[src/rtl/fft_fund_bin_pick_pkg.sv]
// Shared types and helpers for the FFT fundamental-bin picker: state encoding,
// default widths and the |re|+|im| magnitude used for peak ranking.
package fft_fund_bin_pick_pkg;

  typedef enum logic [1:0] {
    IDLE = 2'd0,
    SCAN = 2'd1,
    EMIT = 2'd2
  } state_e;

  localparam int BIN_W_DEF = 13;
  localparam int MAG_W_DEF = 17;
  localparam int SMP_W     = 16;

  // One extra bit keeps the sum exact: -32768 maps to 32768, peak value 65536.
  function automatic logic [SMP_W:0] abs_sum(input logic signed [SMP_W-1:0] re,
                                             input logic signed [SMP_W-1:0] im);
    logic signed [SMP_W:0] re_x, im_x;
    logic        [SMP_W:0] re_a, im_a;
    re_x = re;
    im_x = im;
    re_a = re_x[SMP_W] ? unsigned'(-re_x) : unsigned'(re_x);
    im_a = im_x[SMP_W] ? unsigned'(-im_x) : unsigned'(im_x);
    return re_a + im_a;
  endfunction

endpackage

[src/rtl/fft_fund_bin_pick_peak_tracker.sv]
// Stage-2 running-maximum tracker: keeps the strongest candidate bin of the
// current frame; outputs already include the beat being presented this cycle.
module fbp_peak_tracker
  import fft_fund_bin_pick_pkg::*;
#(
  parameter int BIN_W  = BIN_W_DEF,
  parameter int MAG_W  = MAG_W_DEF,
  parameter int DATA_W = 4 * SMP_W
) (
  input  logic              clk,
  input  logic              rst_n,
  input  logic              clear_i,
  input  logic              candidate_en_i,
  input  logic [MAG_W-1:0]  mag_i,
  input  logic [BIN_W-1:0]  bin_i,
  input  logic [DATA_W-1:0] data_i,
  output logic [MAG_W-1:0]  max_o,
  output logic [BIN_W-1:0]  bin_o,
  output logic [DATA_W-1:0] data_o
);

  logic [MAG_W-1:0]  max_q, max_d, base_mag;
  logic [BIN_W-1:0]  bin_q, bin_d, base_bin;
  logic [DATA_W-1:0] data_q, data_d, base_data;
  logic              take;

  // Strict compare: with ascending bins, the first of equal peaks is kept.
  always_comb begin
    base_mag  = clear_i ? '0 : max_q;
    base_bin  = clear_i ? '0 : bin_q;
    base_data = clear_i ? '0 : data_q;
    take      = candidate_en_i && (mag_i > base_mag);
    max_d     = take ? mag_i  : base_mag;
    bin_d     = take ? bin_i  : base_bin;
    data_d    = take ? data_i : base_data;
  end

  always_ff @(posedge clk or negedge rst_n) begin
    if (!rst_n) begin
      max_q  <= '0;
      bin_q  <= '0;
      data_q <= '0;
    end else begin
      max_q  <= max_d;
      bin_q  <= bin_d;
      data_q <= data_d;
    end
  end

  assign max_o  = max_d;
  assign bin_o  = bin_d;
  assign data_o = data_d;

endmodule

[src/rtl/fft_fund_bin_pick.sv]
// Picks the strongest ch1 bin in the lower half of each FFT frame and reports
// both channels' complex values at that bin two cycles after the last beat.
module fft_fund_bin_pick
  import fft_fund_bin_pick_pkg::*;
#(
  parameter int BIN_W = BIN_W_DEF,
  parameter int MAG_W = MAG_W_DEF
) (
  input  logic                    clk,
  input  logic                    rst_n,
  input  logic signed [SMP_W-1:0] fft_ch1_re,
  input  logic signed [SMP_W-1:0] fft_ch1_im,
  input  logic signed [SMP_W-1:0] fft_ch2_re,
  input  logic signed [SMP_W-1:0] fft_ch2_im,
  input  logic                    fft_valid,
  input  logic                    fft_last,
  input  logic [BIN_W-1:0]        fft_index,
  input  logic                    enable,
  input  logic [MAG_W-1:0]        min_mag,
  output logic signed [SMP_W-1:0] ch1_re,
  output logic signed [SMP_W-1:0] ch1_im,
  output logic signed [SMP_W-1:0] ch2_re,
  output logic signed [SMP_W-1:0] ch2_im,
  output logic                    ch1_valid,
  output logic                    ch2_valid,
  output logic [BIN_W-1:0]        peak_bin,
  output logic [MAG_W-1:0]        peak_mag,
  output logic                    no_signal,
  output logic                    frame_err
);

  localparam int DATA_W = 4 * SMP_W;

  state_e state_q, state_d;
  logic   acc, start, err, last_acc, is_zero;

  always_comb begin
    state_d  = state_q;
    acc      = 1'b0;
    start    = 1'b0;
    err      = 1'b0;
    last_acc = 1'b0;
    is_zero  = (fft_index == '0);
    case (state_q)
      SCAN: begin
        if (!enable) begin
          state_d = IDLE;
        end else if (fft_valid) begin
          acc = 1'b1;
          if (is_zero) begin
            start = 1'b1;
            err   = 1'b1;
          end
          if (fft_last) begin
            last_acc = 1'b1;
            state_d  = EMIT;
          end
        end
      end
      default: begin
        // EMIT accepts a new bin 0 so back-to-back frames need no idle beat.
        state_d = IDLE;
        if (fft_valid && enable && is_zero) begin
          acc      = 1'b1;
          start    = 1'b1;
          last_acc = fft_last;
          state_d  = fft_last ? EMIT : SCAN;
        end
      end
    endcase
  end

  always_ff @(posedge clk or negedge rst_n) begin
    if (!rst_n) state_q <= IDLE;
    else        state_q <= state_d;
  end

  // Stage 1: register the beat, its magnitude and qualified flags.
  logic              vld_p1_q, start_p1_q, last_p1_q;
  logic [DATA_W-1:0] data_p1_q;
  logic [BIN_W-1:0]  bin_p1_q;
  logic [MAG_W-1:0]  mag_p1_q;

  always_ff @(posedge clk or negedge rst_n) begin
    if (!rst_n) begin
      vld_p1_q   <= 1'b0;
      start_p1_q <= 1'b0;
      last_p1_q  <= 1'b0;
    end else begin
      vld_p1_q   <= acc;
      start_p1_q <= start;
      last_p1_q  <= last_acc;
    end
  end

  always_ff @(posedge clk) begin
    data_p1_q <= {fft_ch1_re, fft_ch1_im, fft_ch2_re, fft_ch2_im};
    bin_p1_q  <= fft_index;
    mag_p1_q  <= MAG_W'(abs_sum(fft_ch1_re, fft_ch1_im));
  end

  // Stage 2: running maximum over bins 1 .. N/2-1.
  logic              cand_p1, emit_p1, hit;
  logic [MAG_W-1:0]  trk_mag;
  logic [BIN_W-1:0]  trk_bin;
  logic [DATA_W-1:0] trk_data;

  assign cand_p1 = vld_p1_q && (bin_p1_q != '0) && !bin_p1_q[BIN_W-1];
  assign emit_p1 = vld_p1_q && last_p1_q;
  assign hit     = (trk_mag >= min_mag);

  fbp_peak_tracker #(
    .BIN_W  (BIN_W),
    .MAG_W  (MAG_W),
    .DATA_W (DATA_W)
  ) u_tracker (
    .clk            (clk),
    .rst_n          (rst_n),
    .clear_i        (vld_p1_q && start_p1_q),
    .candidate_en_i (cand_p1),
    .mag_i          (mag_p1_q),
    .bin_i          (bin_p1_q),
    .data_i         (data_p1_q),
    .max_o          (trk_mag),
    .bin_o          (trk_bin),
    .data_o         (trk_data)
  );

  logic              res_vld_q, no_signal_q, frame_err_q;
  logic [DATA_W-1:0] out_data_q;
  logic [BIN_W-1:0]  peak_bin_q;
  logic [MAG_W-1:0]  peak_mag_q;

  always_ff @(posedge clk or negedge rst_n) begin
    if (!rst_n) begin
      res_vld_q   <= 1'b0;
      no_signal_q <= 1'b0;
      frame_err_q <= 1'b0;
      out_data_q  <= '0;
      peak_bin_q  <= '0;
      peak_mag_q  <= '0;
    end else begin
      res_vld_q   <= emit_p1 && hit;
      no_signal_q <= emit_p1 && !hit;
      frame_err_q <= err;
      if (emit_p1 && hit) begin
        out_data_q <= trk_data;
        peak_bin_q <= trk_bin;
        peak_mag_q <= trk_mag;
      end
    end
  end

  assign ch1_re    = out_data_q[4*SMP_W-1 -: SMP_W];
  assign ch1_im    = out_data_q[3*SMP_W-1 -: SMP_W];
  assign ch2_re    = out_data_q[2*SMP_W-1 -: SMP_W];
  assign ch2_im    = out_data_q[SMP_W-1   -: SMP_W];
  assign ch1_valid = res_vld_q;
  assign ch2_valid = res_vld_q;
  assign peak_bin  = peak_bin_q;
  assign peak_mag  = peak_mag_q;
  assign no_signal = no_signal_q;
  assign frame_err = frame_err_q;

endmodule

[config.mk]
export PLATFORM = sky130hd
export DESIGN_NAME = fft_fund_bin_pick
export DESIGN_NICKNAME = d
export VERILOG_FILES = /design/src/rtl/fft_fund_bin_pick_pkg.sv /design/src/rtl/fft_fund_bin_pick_peak_tracker.sv /design/src/rtl/fft_fund_bin_pick.sv
export SDC_FILE = /design/constraint.sdc
export NUM_CORES = 1
export LEC_CHECK = 0
export CAP_MARGIN = 25
export CORE_AREA = 5 5 135 266
export CTS_BUF_LIST = sky130_fd_sc_hd__clkbuf_8
export CTS_CLUSTER_DIAMETER = 80
export DETAILED_ROUTE_END_ITERATION = 10
export DIE_AREA = 0 0 140 271
export PLACE_DENSITY = 0.57
export SYNTH_ARGS = -nofsm -noshare
export SYNTH_HDL_FRONTEND = slang
export SYNTH_HIERARCHICAL = 1
export SYNTH_SLANG_ARGS = --single-unit
[constraint.sdc]
create_clock -name clk -period 4.5 [get_ports clk]
set_clock_uncertainty 0.2 [all_clocks]
set_input_delay 1.35 -clock clk [delete_from_list [all_inputs] [get_ports clk]]
set_output_delay 1.35 -clock clk [all_outputs]
set_load 0.03 [all_outputs]
==> results by group <==
Drt
  – Post-route DRC: 0
  – DRT Wirelength: 33.0 mm
  – Post-detailed-route count of antenna-violating nets: 0
  – Detail-routed net length per standard cell: 19.4 µm
  – Number of vias after detailed routing: 8249
  – 1st-iter DRT viols: 311
  – First-pass iteration count of the detailed router: 4
  – Ratio of routed vias to standard cells: 4.86

Power and ir drop
  – Final Total Pwr: 6.54 mW
  – VDD IR max: 0.196 mV
  – Leak Pwr: 7.93 nW
  – Power Density: 388 nW/µm²

Clocking
  – CTS HTree Levels: 2
  – Clock Latency Late Sink: 0.59 ns
  – Clock tree from TritonCTS: done
  – Clock Sink Count: 290
  – Clock tree buffer depth: 3
  – Clock root cell: sky130_fd_sc_hd__clkbuf_8
  – Clock input transition at the sequential cells of the worst setup and hold paths: 0.07 ns
  – Total CTS buffers: 45

Worst setup path
  – Startpoint-to-endpoint class of the critical path: reg -> reg
  – Data required time at the worst endpoint: 4.75 ns
  – Reg2reg setup slack: -0.14 ns
  – Category of the worst setup path capture point: flop
  – Startpoint of the worst-slack reg-to-reg timing path: vld_p1_q$_DFF_PN0_
  – Arrival time of the worst setup path: 4.89 ns
  – Register-to-Register Path Depth: 23
  – Critical-path maximum fanout: 7
  – Reg-to-reg endpoint: out_data_q[6]$_DFFE_PN0P_
  – Element type at the critical path start: flop

Timing
  – Period utilisation layout: 1.03
  – Minimum hold slack: 0.275 ns
  – Setup TNS after final layout: -6.88 ns
  – Tightest Pin Transition: 0.500 ns
  – Number of endpoints failing setup at the final stage: 90
  – Shortest period the worst path allows: 4.64 ns
  – Final hold viol count: 0
  – Minimum setup slack in the final design: -0.138 ns
  – Setup repair after global routing missed its margin: yes
  – Slew Limit Headroom: 0.665
  – Maximum clock rate: 0.216 GHz
  – Count of final max-slew check failures: 0

Worst hold path
  – Hold worst-path end: u_tracker/data_q[53]$_DFF_PN0_
  – Worst min-delay path class: reg -> reg
  – Hold Path Depth: 1
  – Startpoint of the most critical hold path: data_p1_q[53]$_DFF_P_

Synthesis
  – Simple-gate area share of the yosys netlist: 0.0559
  – Multiplexer share of the synthesized area: 0.108
  – Synthesized instance count: 878
  – Count of different cell masters after synthesis: 60
  – Mean post-synth cell area: 13.2 µm²
  – Yosys Warn Count: 6
  – Share of the yosys chip area belonging to registers: 0.587
  – Synth Area in Compound Gates: 0.130
  – Count of flip-flops with a built-in enable after synthesis: 0
  – Adder-cell area share of the yosys netlist: 0.0580
  – Fraction of synthesized cell area in xor and xnor cells: 0.0272
  – Most used DFF post-synth: sky130_fd_sc_hd__dfrtp_1
  – Register bit total from synthesis: 290
  – Net Count, Synth: 1030
  – Proportion of synthesized flip-flops having asynchronous set or reset: 0.676
  – Total standard cell area after synthesis: 11600 µm²
  – Dominant combinational cell family by area after synthesis: compound AO/OA/AOI/OAI gates

Final layout
  – Area added between synthesis and finish: 45.6%
  – Layout Nets: 1377
  – Total non-filler cell area in the finished layout: 16800 µm²
  – Non-filler cells in the finished layout: 1699
  – Post-layout util: 0.503
  – Most common library cell in the layout ignoring fill and taps: sky130_fd_sc_hd__dfrtp_1
  – Share of cells above drive strength 1: 0.299
  – Leading cell types in the layout, fill and taps excluded: 196 x sky130_fd_sc_hd__dfrtp_1, 195 x sky130_fd_sc_hd__clkdlybuf4s50_1, 111 x sky130_fd_sc_hd__buf_4

Outcome
  – Violations in the final reports: setup timing
  – Run status: complete, but fails checks

Global route
  – Fraction of met3 tracks used by global routing: 0.0295
  – Global Route Usage Sum: 0.174
  – Antenna violations before repair: 1
  – Routing layer with the top usage in global route: met2
  – GRT overflow: 0
  – Vias in the first global route: 9379
  – First-pass GRT wire length: 52.0 mm
  – Met2 track utilization from global routing: 0.342
  – Largest net degree at the start of global routing: 84
  – Global routing usage on met1: 0.171

Floorplan
  – Standard cell core area: 33500 µm²
  – Total Die Area: 37900 µm²
  – Die Y-Extent: 271 µm
  – Initial cell density of the core: 0.345
  – Die Wd: 140 µm
  – Number of cell rows: 95
  – # IOs: 197

Place
  – Minimum setup slack after placement: -0.298 ns
  – RD Place Congestion: 0.849
  – Placed inst area: 14900 µm²
  – Total instance count after detailed placement: 1587
  – Count of buffers from port buffering: 196
  – Placed wire-length estimate after detailed placement: 23.9 mm

Job
  – Number of max-cap violations: 0
power breakdown:
group | switching (mW) | internal [mW] | total (mW)
Sequential | 0.118 | 2.80 | 2.91
Clock | 1.04 | 1.34 | 2.38
Combinational | 0.593 | 0.652 | 1.24
Total | 1.75 | 4.79 | 6.54
per-layer routing:
layer / part of all wire / routed length (µm)
met1: 0.35 / 11500
met2: 0.57 / 18800
met3: 0.037 / 1230
met4: 0.047 / 1540
met5: 0 / 0
cell type report:
cell class / count / area, µm²
Antenna cell: 1 / 2.50
Clock buffer: 58 / 798
Clock inverter: 26 / 205
Fill cell: 3000 / 16700
Inverter: 36 / 148
Multi-Input combinational cell: 516 / 5000
Sequential cell: 290 / 6790
Tap cell: 436 / 546
Timing Repair Buffer: 335 / 3350
Timing Repair inverter: 1 / 16.3
Yosys cell counts, drive strengths merged (5+ instances only):
| cell | instances | area, µm² |
|---|---|---|
| clkbuf | 7 | 26.3 |
| nand2 | 57 | 216 |
| dfrtp | 196 | 4900 |
| buf | 29 | 229 |
| nor3 | 8 | 40.0 |
| a21o | 9 | 67.6 |
| o41ai | 6 | 52.6 |
| nand2b | 5 | 31.3 |
| o211ai | 18 | 135 |
| o21ai | 46 | 234 |
| a22o | 77 | 674 |
| o21a | 5 | 37.5 |
| mux2 | 95 | 1250 |
| nor2b | 6 | 37.5 |
| dfxtp | 94 | 1880 |
| xnor2 | 33 | 289 |
| nor4 | 9 | 71.3 |
| a21oi | 22 | 110 |
| nand4 | 5 | 37.5 |
| inv | 35 | 131 |
| ha | 52 | 651 |
| nor2 | 18 | 67.6 |
registers in the layout, indices dropped and copies added (netlist names):
name / flops
frame_err: 1
vld_p1_q: 1
last_p1_q: 1
bin_p1_q: 13
start_p1_q: 1
data_p1_q: 64
u_tracker/max_q: 17
u_tracker/bin_q: 13
out_data_q: 64
u_tracker/data_q: 64
ch1_valid: 1
mag_p1_q: 17
peak_mag: 17
state_q: 2
no_signal: 1
peak_bin: 13
how the worst max path moves through the flow:
stage	from	to	cells past startpoint
after detailed placement	fft_ch1_im[4]	mag_p1_q[15]$_DFF_P_	16
final	vld_p1_q$_DFF_PN0_	out_data_q[6]$_DFFE_PN0P_	23
after CTS	vld_p1_q$_DFF_PN0_	out_data_q[1]$_DFFE_PN0P_	23
after global routing	start_p1_q$_DFF_PN0_	peak_mag[8]$_DFFE_PN0P_	22
after global placement	fft_ch1_im[4]	mag_p1_q[15]$_DFF_P_	16
after floorplan	vld_p1_q$_DFF_PN0_	out_data_q[14]$_DFFE_PN0P_	22
cells by family (layout without fill, tap and decap cells):
logic type,Yosys count,in the layout
compound gates,204,204
xor+xnor,36,36
other cells,0,1
flops,290,290
simple gates,128,128
fa+ha+maj,53,53
buf+inv,72,456
mux,95,95
critical path: stages (launching register included):
cell and delay [ns]:
sky130_fd_sc_hd__dfrtp_1 0.35, sky130_fd_sc_hd__and2_4 0.23, sky130_fd_sc_hd__clkinv_8 0.11, sky130_fd_sc_hd__buf_12 0.16, sky130_fd_sc_hd__nand2_4 0.07, sky130_fd_sc_hd__ha_1 0.22
sky130_fd_sc_hd__nand2_1 0.08, sky130_fd_sc_hd__nor2_1 0.06, sky130_fd_sc_hd__nand3b_1 0.10, sky130_fd_sc_hd__buf_4 0.11, sky130_fd_sc_hd__nand4b_1 0.18, sky130_fd_sc_hd__buf_4 0.22
sky130_fd_sc_hd__o211ai_1 0.30, sky130_fd_sc_hd__o21ai_2 0.13, sky130_fd_sc_hd__ha_1 0.20, sky130_fd_sc_hd__a21o_1 0.18, sky130_fd_sc_hd__a21o_1 0.18, sky130_fd_sc_hd__a211oi_4 0.30
sky130_fd_sc_hd__o32ai_4 0.13, sky130_fd_sc_hd__a31oi_4 0.21, sky130_fd_sc_hd__buf_12 0.18, sky130_fd_sc_hd__buf_12 0.12, sky130_fd_sc_hd__clkbuf_16 0.14, sky130_fd_sc_hd__mux2_2 0.33
timing repair:
action	CTS	global route
hold buffers	0	0
pin swaps	12	14
endpoints found under the setup margin	94	95
resized for setup	98	26
endpoints found under the hold margin	0	0
cloned	5	1
buffers inserted	18	4
No activity file was read; power rests on OpenSTA's default activity.
